$ cat src/rtl/button_conditioner.sv
// Push-switch conditioner: 2-flop sync, debounce FSM, press/release pulses per channel.
// Optional hold-to-repeat pulse train is built only when BTN_AUTOREPEAT_EN is defined.

module btn_lane #(
  parameter int DB_CYCLES     = 20000,
  parameter int REPEAT_DELAY  = 500000,
  parameter int REPEAT_PERIOD = 100000,
  parameter bit RPT_EN        = 1'b0
) (
  input  logic clk_i,
  input  logic rst_ni,
  input  logic raw_i,
  output logic level_o,
  output logic press_o,
  output logic release_o,
  output logic repeat_o
);

  localparam int DBW = $clog2(DB_CYCLES + 1);
  localparam logic [DBW-1:0] DB_ONE  = DBW'(1);
  localparam logic [DBW-1:0] DB_LAST = DBW'(DB_CYCLES - 1);

  typedef enum logic [1:0] {IDLE, PRESS_WAIT, HELD, RELEASE_WAIT} state_e;

  logic [1:0]     sync_q;
  logic           sync;
  state_e         state_q, state_d;
  logic [DBW-1:0] db_cnt_q, db_cnt_d;
  logic           level_q, level_d;
  logic           press_q, press_d;
  logic           release_q, release_d;

  assign sync = sync_q[1];

  always_ff @(posedge clk_i or negedge rst_ni) begin
    if (!rst_ni) begin
      sync_q    <= 2'b00;
      state_q   <= IDLE;
      db_cnt_q  <= '0;
      level_q   <= 1'b0;
      press_q   <= 1'b0;
      release_q <= 1'b0;
    end else begin
      sync_q    <= {sync_q[0], raw_i};
      state_q   <= state_d;
      db_cnt_q  <= db_cnt_d;
      level_q   <= level_d;
      press_q   <= press_d;
      release_q <= release_d;
    end
  end

  // db_cnt counts consecutive samples that disagree with the accepted level.
  always_comb begin
    state_d   = state_q;
    db_cnt_d  = db_cnt_q;
    level_d   = level_q;
    press_d   = 1'b0;
    release_d = 1'b0;
    unique case (state_q)
      IDLE: begin
        if (sync) begin
          if (DB_CYCLES == 1) begin
            state_d  = HELD;
            level_d  = 1'b1;
            press_d  = 1'b1;
            db_cnt_d = '0;
          end else begin
            state_d  = PRESS_WAIT;
            db_cnt_d = DB_ONE;
          end
        end
      end
      PRESS_WAIT: begin
        if (!sync) begin
          state_d  = IDLE;
          db_cnt_d = '0;
        end else if (db_cnt_q == DB_LAST) begin
          state_d  = HELD;
          level_d  = 1'b1;
          press_d  = 1'b1;
          db_cnt_d = '0;
        end else begin
          db_cnt_d = db_cnt_q + DB_ONE;
        end
      end
      HELD: begin
        if (!sync) begin
          if (DB_CYCLES == 1) begin
            state_d   = IDLE;
            level_d   = 1'b0;
            release_d = 1'b1;
            db_cnt_d  = '0;
          end else begin
            state_d  = RELEASE_WAIT;
            db_cnt_d = DB_ONE;
          end
        end
      end
      RELEASE_WAIT: begin
        if (sync) begin
          state_d  = HELD;
          db_cnt_d = '0;
        end else if (db_cnt_q == DB_LAST) begin
          state_d   = IDLE;
          level_d   = 1'b0;
          release_d = 1'b1;
          db_cnt_d  = '0;
        end else begin
          db_cnt_d = db_cnt_q + DB_ONE;
        end
      end
      default: state_d = IDLE;
    endcase
  end

  assign level_o   = level_q;
  assign press_o   = press_q;
  assign release_o = release_q;

`ifdef BTN_AUTOREPEAT_EN
  if (RPT_EN) begin : g_rpt
    localparam int RMAX = (REPEAT_DELAY > REPEAT_PERIOD) ? REPEAT_DELAY : REPEAT_PERIOD;
    localparam int RW   = $clog2(RMAX + 1);
    localparam logic [RW-1:0] RPT_ONE     = RW'(1);
    localparam logic [RW-1:0] DELAY_LAST  = RW'(REPEAT_DELAY - 1);
    localparam logic [RW-1:0] PERIOD_LAST = RW'(REPEAT_PERIOD - 1);

    typedef enum logic {PH_DELAY, PH_PERIOD} phase_e;

    phase_e        phase_q, phase_d;
    logic [RW-1:0] rpt_cnt_q, rpt_cnt_d;
    logic          repeat_q, repeat_d;
    logic [RW-1:0] rpt_last;

    assign rpt_last = (phase_q == PH_PERIOD) ? PERIOD_LAST : DELAY_LAST;

    // Counter only advances in HELD; RELEASE_WAIT freezes it so a bounce resumes the train.
    always_comb begin
      phase_d   = phase_q;
      rpt_cnt_d = rpt_cnt_q;
      repeat_d  = 1'b0;
      if (press_d) begin
        phase_d   = PH_DELAY;
        rpt_cnt_d = '0;
      end else if (state_q == HELD) begin
        if (rpt_cnt_q == rpt_last) begin
          repeat_d  = 1'b1;
          rpt_cnt_d = '0;
          phase_d   = PH_PERIOD;
        end else begin
          rpt_cnt_d = rpt_cnt_q + RPT_ONE;
        end
      end
    end

    always_ff @(posedge clk_i or negedge rst_ni) begin
      if (!rst_ni) begin
        phase_q   <= PH_DELAY;
        rpt_cnt_q <= '0;
        repeat_q  <= 1'b0;
      end else begin
        phase_q   <= phase_d;
        rpt_cnt_q <= rpt_cnt_d;
        repeat_q  <= repeat_d;
      end
    end

    assign repeat_o = repeat_q;
  end else begin : g_norpt
    assign repeat_o = 1'b0;
  end
`else
  assign repeat_o = 1'b0;
  // Repeat timing parameters are accepted but have no hardware in this build.
  if (RPT_EN && (REPEAT_DELAY < 1 || REPEAT_PERIOD < 1)) begin : g_rpt_cfg_unused
  end
`endif

endmodule

module button_conditioner #(
  parameter int               N_BTN         = 6,
  parameter int               DB_CYCLES     = 20000,
  parameter int               REPEAT_DELAY  = 500000,
  parameter int               REPEAT_PERIOD = 100000,
  parameter logic [N_BTN-1:0] REPEAT_MASK   = 6'b001100
) (
  input  logic             clk,
  input  logic             reset,
  input  logic [N_BTN-1:0] btn_raw,
  output logic [N_BTN-1:0] btn_level,
  output logic [N_BTN-1:0] btn_press,
  output logic [N_BTN-1:0] btn_release,
  output logic [N_BTN-1:0] btn_repeat
);

  for (genvar i = 0; i < N_BTN; i++) begin : g_lane
    btn_lane #(
      .DB_CYCLES    (DB_CYCLES),
      .REPEAT_DELAY (REPEAT_DELAY),
      .REPEAT_PERIOD(REPEAT_PERIOD),
      .RPT_EN       (REPEAT_MASK[i])
    ) u_lane (
      .clk_i    (clk),
      .rst_ni   (reset),
      .raw_i    (btn_raw[i]),
      .level_o  (btn_level[i]),
      .press_o  (btn_press[i]),
      .release_o(btn_release[i]),
      .repeat_o (btn_repeat[i])
    );
  end

endmodule

$ cat config.mk
export PLATFORM = sky130hd
export DESIGN_NAME = button_conditioner
export DESIGN_NICKNAME = d
export VERILOG_FILES = /design/src/rtl/button_conditioner.sv
export SDC_FILE = /design/constraint.sdc
export NUM_CORES = 1
export LEC_CHECK = 0
export ABC_AREA = 1
export CELL_PAD_IN_SITES_DETAIL_PLACEMENT = 0
export CELL_PAD_IN_SITES_GLOBAL_PLACEMENT = 1
export CORE_ASPECT_RATIO = 1.4
export CORE_MARGIN = 3
export CORE_UTILIZATION = 35
export CTS_CLUSTER_SIZE = 10
export DETAILED_ROUTE_END_ITERATION = 6
export PLACE_DENSITY_LB_ADDON = 0.1
export SLEW_MARGIN = 20
export SYNTH_ARGS = -nofsm -noshare
export SYNTH_HDL_FRONTEND = slang
export SYNTH_SLANG_ARGS = --single-unit
$ cat constraint.sdc
create_clock -name clk -period 2.7 [get_ports clk]
set_input_delay 0.54 -clock clk [delete_from_list [all_inputs] [get_ports clk]]
set_output_delay 0.54 -clock clk [all_outputs]
set_load 0.02 [all_outputs]
=== Word level (Yosys, flattened, before mapping) ===
Index checks and enable logic that the tools add are counted.

* Register bits after elaboration: 132
* Bits in latches: 0
* Bits in writable memories: 0
* Memory bits (read-only): 0
* Bits of input ports: 8
* Output and inout port bits: 24
* Logic and storage cells: 282
* Memories: 0

* Add/sub/neg operators: 6
* Multipliers: 0
* Divide/modulo/power cells: 0
* Order comparisons: 0
* Equal/unequal tests: 72
* Shift-type cells: 0
* Muxes and demuxes: 138
* Bitwise operators: 0
* Reductions and logical operators: 30

{| class="wikitable"
|+ Operators by type and width
! operator !! count
|-
| $mux 15 || 30
|-
| $pmux 15 s4 || 6
|-
| $add 15x1->15 const B || 6
|-
| $eq 15x15->1 const B || 6
|-
| $mux 2 || 36
|-
| $mux 1 || 54
|-
| $ne 2x1->1 const B || 24
|-
| $pmux 2 s4 || 6
|-
| $reduce_and 5->1 || 6
|-
| $eq 2x2->1 const B || 12
|-
| $ne 2x2->1 const B || 12
|-
| $reduce_and 4->1 || 6
|-
| $ne 3x1->1 const B || 6
|-
| $ne 3x3->1 const B || 6
|-
| $eq 2x1->1 const B || 6
|-
| $logic_not 2->1 || 6
|-
| $pmux 1 s2 || 6
|-
| $reduce_and 2->1 || 6
|-
| $reduce_bool 2->1 || 6
|}

=== Logic depth before layout (Yosys ltp) ===
Gate-level depths: netlist of run 1.

* Depth in word-level cells: 4
* Depth in mapped cells: 10
* Gate-level depth less buffers: 10

=== Hierarchy ===
From an unflattened synthesis of run 1, not the netlist that was laid out.

* Cells, all modules: 1076
* Area, all modules: 7647.3 sq um

{| class="wikitable"
|+ Modules (own cells, without submodules)
! module !! times used !! cells an instance !! area each (sq um) !! seq. area each (sq um)
|-
| btn_lane (g_lane[0].u_lane ...) || 4 || 180 || 1272.5 || 550.5
|-
| btn_lane (g_lane[1].u_lane) || 1 || 181 || 1280.0 || 550.5
|-
| btn_lane (g_lane[5].u_lane) || 1 || 175 || 1277.5 || 550.5
|}

=== Least setup slack after synthesis of run 1 ===
Ideal clock, no wire load.

* Kind: reg2reg
* From: reg g_lane[3].u_lane.db_cnt_q[0]
* To: reg g_lane[3].u_lane.state_q[0]
* Setup time: 0.121 ns
* Arrival time: 1.245 ns
* Required time: 2.579 ns
* Slack: 1.334 ns
* Stages on the path, launching flop included: 11
* Path buffers: 0
* Clock period less this slack: 1.366 ns
* Path through: dfrtp_1 ha_1 nand2_2 nor2_4 nand2_1 inv_1 nand2_1 nand2_2 nand2_2 inv_1 nor2_1

* Cells in the longest elaborated chain, start to end: 3
* Elaborated cells on any way between the ends: 4
* Those cells by class: 3 x eq/ne; 1 x reduce/logical

{| class="wikitable"
|+ RTL lines
! item !! line !! text
|-
| start, declared || 28 || <nowiki>logic [DBW-1:0] db_cnt_q, db_cnt_d;</nowiki>
|-
| start signal, assigned || 46 || <nowiki>db_cnt_q <= db_cnt_d;</nowiki>
|-
| $eq 15x15->1 * || 78, 104 ||
|-
| $ne 3x1->1 (no line) or $ne 3x3->1 (tied branches) || -- ||
|-
| $reduce_and 4->1 (no line) * || -- ||
|-
| end signal, assigned || 45 || <nowiki>state_q <= state_d;</nowiki>
|-
| end, declared || 27 || <nowiki>state_e state_q, state_d;</nowiki>
|}

Every way passes the cells marked *; elsewhere a longest branch is shown, timed or not.
A chain may end at the register's enable or synchronous reset.

=== Worst setup path in the final report of run 1 ===
* From: reg g_lane[2].u_lane.level_q
* To: out btn_level[2]

{| class="wikitable"
|+ RTL lines
! item !! line !! text
|-
| start, declared || 29 || <nowiki>logic level_q, level_d;</nowiki>
|-
| start signal, assigned || 47 || <nowiki>level_q <= level_d;</nowiki>
|-
| end, declared || 192 || <nowiki>output logic [N_BTN-1:0] btn_level,</nowiki>
|}

No word-level cell between the ends.

==> results of run 1 <==
==> registers in the layout, indices dropped and copies added (netlist names), named ones only <==
register,count
g_lane.u_lane.state_q,6
g_lane.u_lane.level_o,6
g_lane.u_lane.db_cnt_q,90
g_lane.u_lane.press_o,6
g_lane.u_lane.sync_q,12
g_lane.u_lane.release_o,6
==> layout make-up <==
type | count | area [sq um] | area share (%)
multi-input cells | 713 | 3390 | 40.7
flip-flops and latches | 132 | 3300 | 39.6
clock buffers | 25 | 505 | 6.07
inverters | 129 | 487 | 5.84
well taps | 256 | 320 | 3.84
repair buffers | 28 | 299 | 3.59
clock inverters | 5 | 25.0 | 0.300
==> cell usage in the layout (no fill, tap or decap), types with 2 or more instances in the layout <==
cell and count:
nor2_2 8, nor2_4 6, ha_1 6, inv_2 8
o22ai_1 15, clkbuf_1 3, nand3_1 99, xnor2_1 9
clkbuf_8 5, conb_1 6, clkinv_2 5, nand3_2 3
o21bai_1 9, xor2_1 15, o21ai_2 3, mux2i_1 2
nand2_4 4, nand4_1 18, o21ai_1 7, nor2_1 97
nand2_1 319, clkdlybuf4s50_1 24, o21ai_0 51, a21oi_1 5
buf_12 2, nand3b_1 4, dfrtp_1 132, inv_1 120
clkbuf_16 17, nand2_2 15, nor3_1 7
==> power by group through the flow <==
stage | Sequential, mW | Clock, mW | Combinational (mW)
2_1_floorplan | 2.35 | 0 | 0.960
3_3_place_gp | 2.42 | 0 | 1.30
3_5_place_dp | 2.41 | 0 | 1.28
4_1_cts | 2.38 | 2.19 | 1.29
5_1_grt | 2.42 | 2.26 | 1.44
6_report | 2.38 | 2.10 | 1.23
==> worst register-to-register path, stage by stage, from the launching register on <==
cell and delay (ps):
dfrtp_1 400, ha_1 230, nand2_2 90, inv_1 60
nand2_1 80, nor2_1 110, nand2_1 130, nand2_4 170
inv_2 90, nand3_1 70, nand2_1 50
==> metal layers <==
layer	GRT usage (%)	vias to the layer above	share of wire, %
li1	-	3185	-
met1	18.9	2785	46
met2	27.7	65	50
met3	3.22	23	2.1
met4	6.00	0	1.8
met5	0	-	0
==> metrics by stage <==
step	std cells	utilization, %	total power, mW	hold WS (ps)
finish	1288	40.4	5.72	73.5
global route	1288	40.4	6.12	95.6
global placement	1258	37.8	3.71	333
floorplan	1005	-	3.31	244
detailed placement	1258	37.8	3.70	335
CTS	1288	40.4	5.86	76.7
==> logic make-up after synthesis <==
group           Yosys count  synth area share, %
buf+inv                 160                 9.62
simple gates            583                 34.4
fa+ha+maj                 6                 1.02
xor+xnor                 24                 2.85
mux                       2                0.271
flops                   132                 44.7
compound gates           92                 7.06
other cells               1               0.0508
==> worst max-delay path by stage <==
stage                     cells past startpoint                          from  slack [ps]                            end
after floorplan                              10  g_lane[3].u_lane.db_cnt_q[0]        1330    g_lane[3].u_lane.state_q[0]
after global placement                       10  g_lane[1].u_lane.db_cnt_q[0]        1120  g_lane[1].u_lane.db_cnt_q[10]
after detailed placement                      8  g_lane[5].u_lane.db_cnt_q[0]        1090                           flop
after CTS                                     1      g_lane[2].u_lane.level_o         720                   btn_level[2]
after global routing                          1      g_lane[2].u_lane.level_o         710                   btn_level[2]
final                                         1      g_lane[2].u_lane.level_o         760                   btn_level[2]
==> results.md, run 1 <==
* Outcome: complete, no violations
* Synth cell types at 34
* Logic gate share of total power at 21.6%
* Hold WC Path Type: primary input to async pin
* DP Area at ~8000 sq um
* Pwr dens at between 600 and 700 nW/um^2
* Clock network fraction of total power at between 30% and 40%
* Worst flop-to-flop path endpoint: g_lane[1].u_lane.db_cnt_q[10]
* Critical path arrival at around 1400 ps
* H-tree levels at 4
* DRT Wirelength at ~17 mm
* Crit path buf inv count at 1
* Root Buffer: clkbuf_16
* Max FO, Critical Path at 2
* Max Buffers Root-to-Sink at 2
* Fill cell count at around 2200
* Post-DP HPWL at 12.1 mm
* Yosys top cell by area: dfrtp_1
* Post-Syn Area at roughly 7400 sq um
* Seq pwr share at a little over two fifths
* Final setup vio count at 0
* Mean Syn Cell Area at between 7 and 8 sq um
* Number of diodes at 0
* Die height at about 180 um
* Drt via density at around 4.7
* TritonCTS clock tree: yes
* Initial antenna violation count at 0
* Worst flop-to-flop path startpoint: g_lane[1].u_lane.db_cnt_q[0]
* LEAKAGE at 3.88 nW
* Number of global-route vias before repair at 6124
* WP data required at around 2200 ps
* RSZ-0062 raised after global routing: false
* Gr ovfl total at 0
* Initial Utilization at between 30 and 40%
* Minimum clock period at approximately 1900 ps
* EDFF count, synth at 0
* Max Slew Vio Count at 0
* Final #Nets at between 1000 and 1500
* Postcts setup bufs at 0
* Post-CTS Resized at 0
* Synth-to-Final Area Change at 12.8%
* RD Place Congestion at 0.811
* Slowest cell on crit path: clkdlybuf4s50_1
* Cell Int Power at approximately 3.8 mW
* Clock Pin Slew Worst Setup and Hold Paths at approximately 60 ps
* Core Area at 20600 sq um
* Switch Pwr at around 1.9 mW
* Final worst slack at around 760 ps
* Antenna-violating nets left at 0
* Number of clock sinks at about 130
* Top_reg_cell synth: dfrtp_1
* Vias post-DR at around 6000
* Crit Path Class: flop to primary output
* Net Sw Frac at between 30% and 40%
* Chip Width at between 100 and 150 um
* Final Instance Area at about 8300 sq um
* Post-DR wirelength/cell at between 10 and 15 um
* Initial DRC count at 299
* Share of cells above drive strength 1 at 7.85%
* Top delay family on crit path: buffers and inverters
* GRT Total Usage at between 10% and 20%
* Number of placement rows at between 60 and 70
* Hold_buf cts at 0
* Worst ir drop on vdd at 0.000433 V
* Post-Route Setup TNS at 0 ps
* Post-Route Skew at between 8 and 9 ps
* First-pass GRT wire length at between 20 and 30 mm
* Fin. Hold Viols at 0
* # IOs at 32
* Crit-path cells: clkdlybuf4s50_1
* Worst reg-to-reg setup slack at 1110 ps
* Synth Warn # at 0
* Synth area leaders: dfrtp_1, nand2_1, nand3_1
* Skew-Pair Late Insertion Delay at approximately 420 ps
* Die Area at approximately 23000 sq um
* Yosys reg bits at around 130
* PortBufs at 25
* R2R depth at 10
* F_max at 517 MHz
* Seq/Total Area, Yosys at 44.7%
* Synth top cells by count: nand2_1, dfrtp_1, inv_1
* Crit start category: flop
* CP peak stage delay at ~600 ps
* Asr flop ratio synth at 100%
* Cells after Synth at 1000
* Period utilization at between 70 and 80%
* Num CTS Buffers at 17
* DRC violations left at 0
* Drt pass-1 iters at 7
* Number of max-cap violations at 0
* Largest net degree at the start of global routing at 50
* Most common cell in the netlist: nand2_1
* Post-synth top area share at approximately 45%
* Placement Setup Slack at between 1000 and 1500 ps
* Endpoint class of the critical path: primary output
Note: power is estimated with default switching activity, not from simulation.
==> run 2: changes to the inputs <==
==> constraint.sdc (replaced) <==
create_clock -name clk -period 1.85 [get_ports clk]
set_input_delay 0.37 -clock clk [delete_from_list [all_inputs] [get_ports clk]]
set_output_delay 0.37 -clock clk [all_outputs]
set_load 0.02 [all_outputs]
==> run 2 against run 1 <==
Design area is 1.4% higher. Wire length is 2.0% higher. Register-to-register slack lost 860 ps. Worst hold slack improved by 270 ps. Highest routed layer unchanged. Worst setup slack got worse by 680 ps. Critical path type unchanged. Via count up 0.33%. Cell count is 0.78% higher. Sequential power grew 46%. Clock power increased by 65%. Core utilization rose by 0.58 points. Sequential share of layout area fell by 0.56 points.
==> results.md, run 2 (synthesis results as in run 1) <==
* Pwr dens at 1040 nW/um^2 (was 686 nW/um^2)
* Commonest non-fill, non-tap cell in the layout: nand2_1 (unchanged)
* Crit-path cells: clkdlybuf4s50_1 (unchanged)
* M2 GR Usage at 27.4% (was 27.7%)
* Post-Route Setup TNS at 0 ps (unchanged)
* Most frequent cells in the layout: nand2_1, dfrtp_1, inv_1 (unchanged)
* PortBufs at 25 (unchanged)
* Skew-Pair Late Insertion Delay at 420 ps (about the same)
* Crit Path Class: flop to primary output (unchanged)
* GRT busiest layer: met2 (unchanged)
* Worst ir drop on vdd at 0.000799 V (was 0.000433 V)
* Area occupied by multi-input gates at 3390 sq um (unchanged)
* RD Place Congestion at 0.800 (was 0.811)
* Number of max-cap violations at 0 (unchanged)
* Initial DRC count at 286 (was 299)
* Post-DP HPWL at 12.5 mm (was 12.1 mm)
* Max FO, Critical Path at 2 (unchanged)
* Top delay family on crit path: buffers and inverters (unchanged)
* Die Area at 22900 sq um (unchanged)
* Number of diodes at 0 (unchanged)
* # IOs at 32 (unchanged)
* Post-Route Skew at 10.8 ps (was 8.61 ps)
* Outcome: complete, no violations (unchanged)
* Post-DR wirelength/cell at 13.2 um (was 13.0 um)
* DRC violations left at 0 (unchanged)
* M3 GR Usage at 2.83% (was 3.22%)
* Number of global-route vias before repair at 6234 (was 6124)
* Chip Width at 129 um (unchanged)
* Crit path buf inv count at 1 (unchanged)
* FF+latch area at 3300 sq um (unchanged)
* Drt pass-1 iters at 4 (was 7)
* Fill cell count at 2192 (was 2157)
* Fin. Hold Viols at 0 (unchanged)
* Vias post-DR at 6078 (was 6058)
* Crit start category: flop (unchanged)
* Minimum clock period at ~1800 ps
* Largest net degree at the start of global routing at 48 (was 50)
* Initial antenna violation count at 0 (unchanged)
* Gr ovfl total at 0 (unchanged)
* CP peak stage delay at 640 ps (was 610 ps)
* Critical path arrival at 1390 ps (was 1400 ps)
* Drt via density at 4.68 (was 4.70)
* Top reg by flops: g_lane.u_lane.db_cnt_q (unchanged)
* Initial Utilization at 35.8% (unchanged)
* Slowest cell on crit path: clkdlybuf4s50_1 (unchanged)
* Final Non-Filler Cells at 1298 (was 1288)
* Endpoint class of the critical path: primary output (unchanged)
* F_max at approximately 570 MHz
* DRT Wirelength at 17.1 mm (was 16.7 mm)
* Antenna-violating nets left at 0 (unchanged)
* First-pass GRT wire length at 29.7 mm (was 29.1 mm)
* Final #Nets at 1043 (was 1035)
* Number of placement rows at 62 (unchanged)
* Final worst slack at 85.1 ps (was 764 ps)
* Clock Pin Slew Worst Setup and Hold Paths at 60 ps (about the same)
* Top flop regs: g_lane.u_lane.db_cnt_q: 90 flops, g_lane.u_lane.sync_q: 12 flops (unchanged)
* Synth-to-Final Area Change at 14.4% (was 12.8%)
* RSZ-0062 raised after global routing: false (unchanged)
* Post-CTS Resized at 0 (unchanged)
* Period utilization at a little over nine tenths
* H-tree levels at 4 (unchanged)
* Die height at 178 um (unchanged)
* Final setup vio count at 0 (unchanged)
* LEAKAGE at 3.94 nW (was 3.88 nW)
* Tot Pwr at 8.79 mW (was 5.72 mW)
* Max Buffers Root-to-Sink at 2 (unchanged)
* Core Area at 20600 sq um (unchanged)
* Num CTS Buffers at 17 (unchanged)
* WP data required at 1480 ps (was 2160 ps)
* TritonCTS clock tree: yes (unchanged)
* Share of cells above drive strength 1 at 8.93% (was 7.85%)
* Number of clock sinks at 132 (unchanged)
* Hold WC Path Type: flop to flop (was primary input to async pin)
* Root Buffer: clkbuf_16 (unchanged)
* Number of flip-flops in the largest register at 90 (unchanged)
* Placement Setup Slack at 253 ps (was 1090 ps)
* Placed cell count at 1265 (was 1258)
* GRT Total Usage at 16.1% (was 15.8%)
* GRT met1 Usage at 19.7% (was 18.9%)
* Max Slew Vio Count at 0 (unchanged)
-- run 2: what timing repair did --
action,in CTS,in global routing
hold buffers,1,0
hold endpoints to repair,40,0
setup buffers,0,0
-- run 2: layer usage --
metal	share of wire [%]	vias to the layer above
met2	49	71
met3	2.1	28
li1	-	3200
met5	0	-
met1	46	2779
met4	2.6	0
-- run 2: final timing paths --
kind | cells after the start | slack, ps | to | startpoint
hold / removal | 0 | 350 | g_lane[0].u_lane.sync_q[1] | g_lane[0].u_lane.sync_q[0]
hold reg to reg | 0 | 350 | g_lane[0].u_lane.sync_q[1] | g_lane[0].u_lane.sync_q[0]
min in group asynchronous | 2 | 460 | g_lane[4].u_lane.db_cnt_q[12] | reset
setup / recovery | 1 | 90 | btn_level[2] | g_lane[2].u_lane.level_o
setup reg to reg | 8 | 250 | flop | g_lane[5].u_lane.db_cnt_q[0]
max in group asynchronous | 3 | 740 | g_lane[1].u_lane.db_cnt_q[0] | reset
-- run 2: area by class of cell --
type / count / share of cell area [%]
clock buffer: 18 / 5.20
clock inverter: 14 / 1.91
inverter: 129 / 5.76
multi-input combinational: 713 / 40.1
sequential: 132 / 39.1
tap: 256 / 3.79
timing repair buffer: 36 / 4.13
-- run 2: power breakdown --
group / internal, mW / switching (mW)
Combinational: 0.539 / 1.30
Sequential: 3.16 / 0.320
Clock: 2.14 / 1.32
Total: 5.85 / 2.94
-- run 2: through the flow --
| stage | area, sq um | hold slack [ps] | utilization (%) |
|---|---|---|---|
| floorplan | 7410 | 74.4 | - |
| global placement | 7840 | 333 | 38.0 |
| detailed placement | 7840 | 335 | 38.0 |
| CTS | 8450 | 349 | 41.0 |
| global route | 8450 | 362 | 41.0 |
| finish | 8450 | 347 | 41.0 |
==> run 3: changes to the inputs <==
--- a/config.mk
+++ b/config.mk
@@ -14,6 +14,7 @@
 export CTS_CLUSTER_SIZE = 10
 export DETAILED_ROUTE_END_ITERATION = 6
 export PLACE_DENSITY_LB_ADDON = 0.1
+export SKIP_CTS_REPAIR_TIMING = 1
 export SLEW_MARGIN = 20
 export SYNTH_ARGS = -nofsm -noshare
 export SYNTH_HDL_FRONTEND = slang
==> results of run 3 <==
The final DEF is identical to that of run 2; final timing and power are the same.
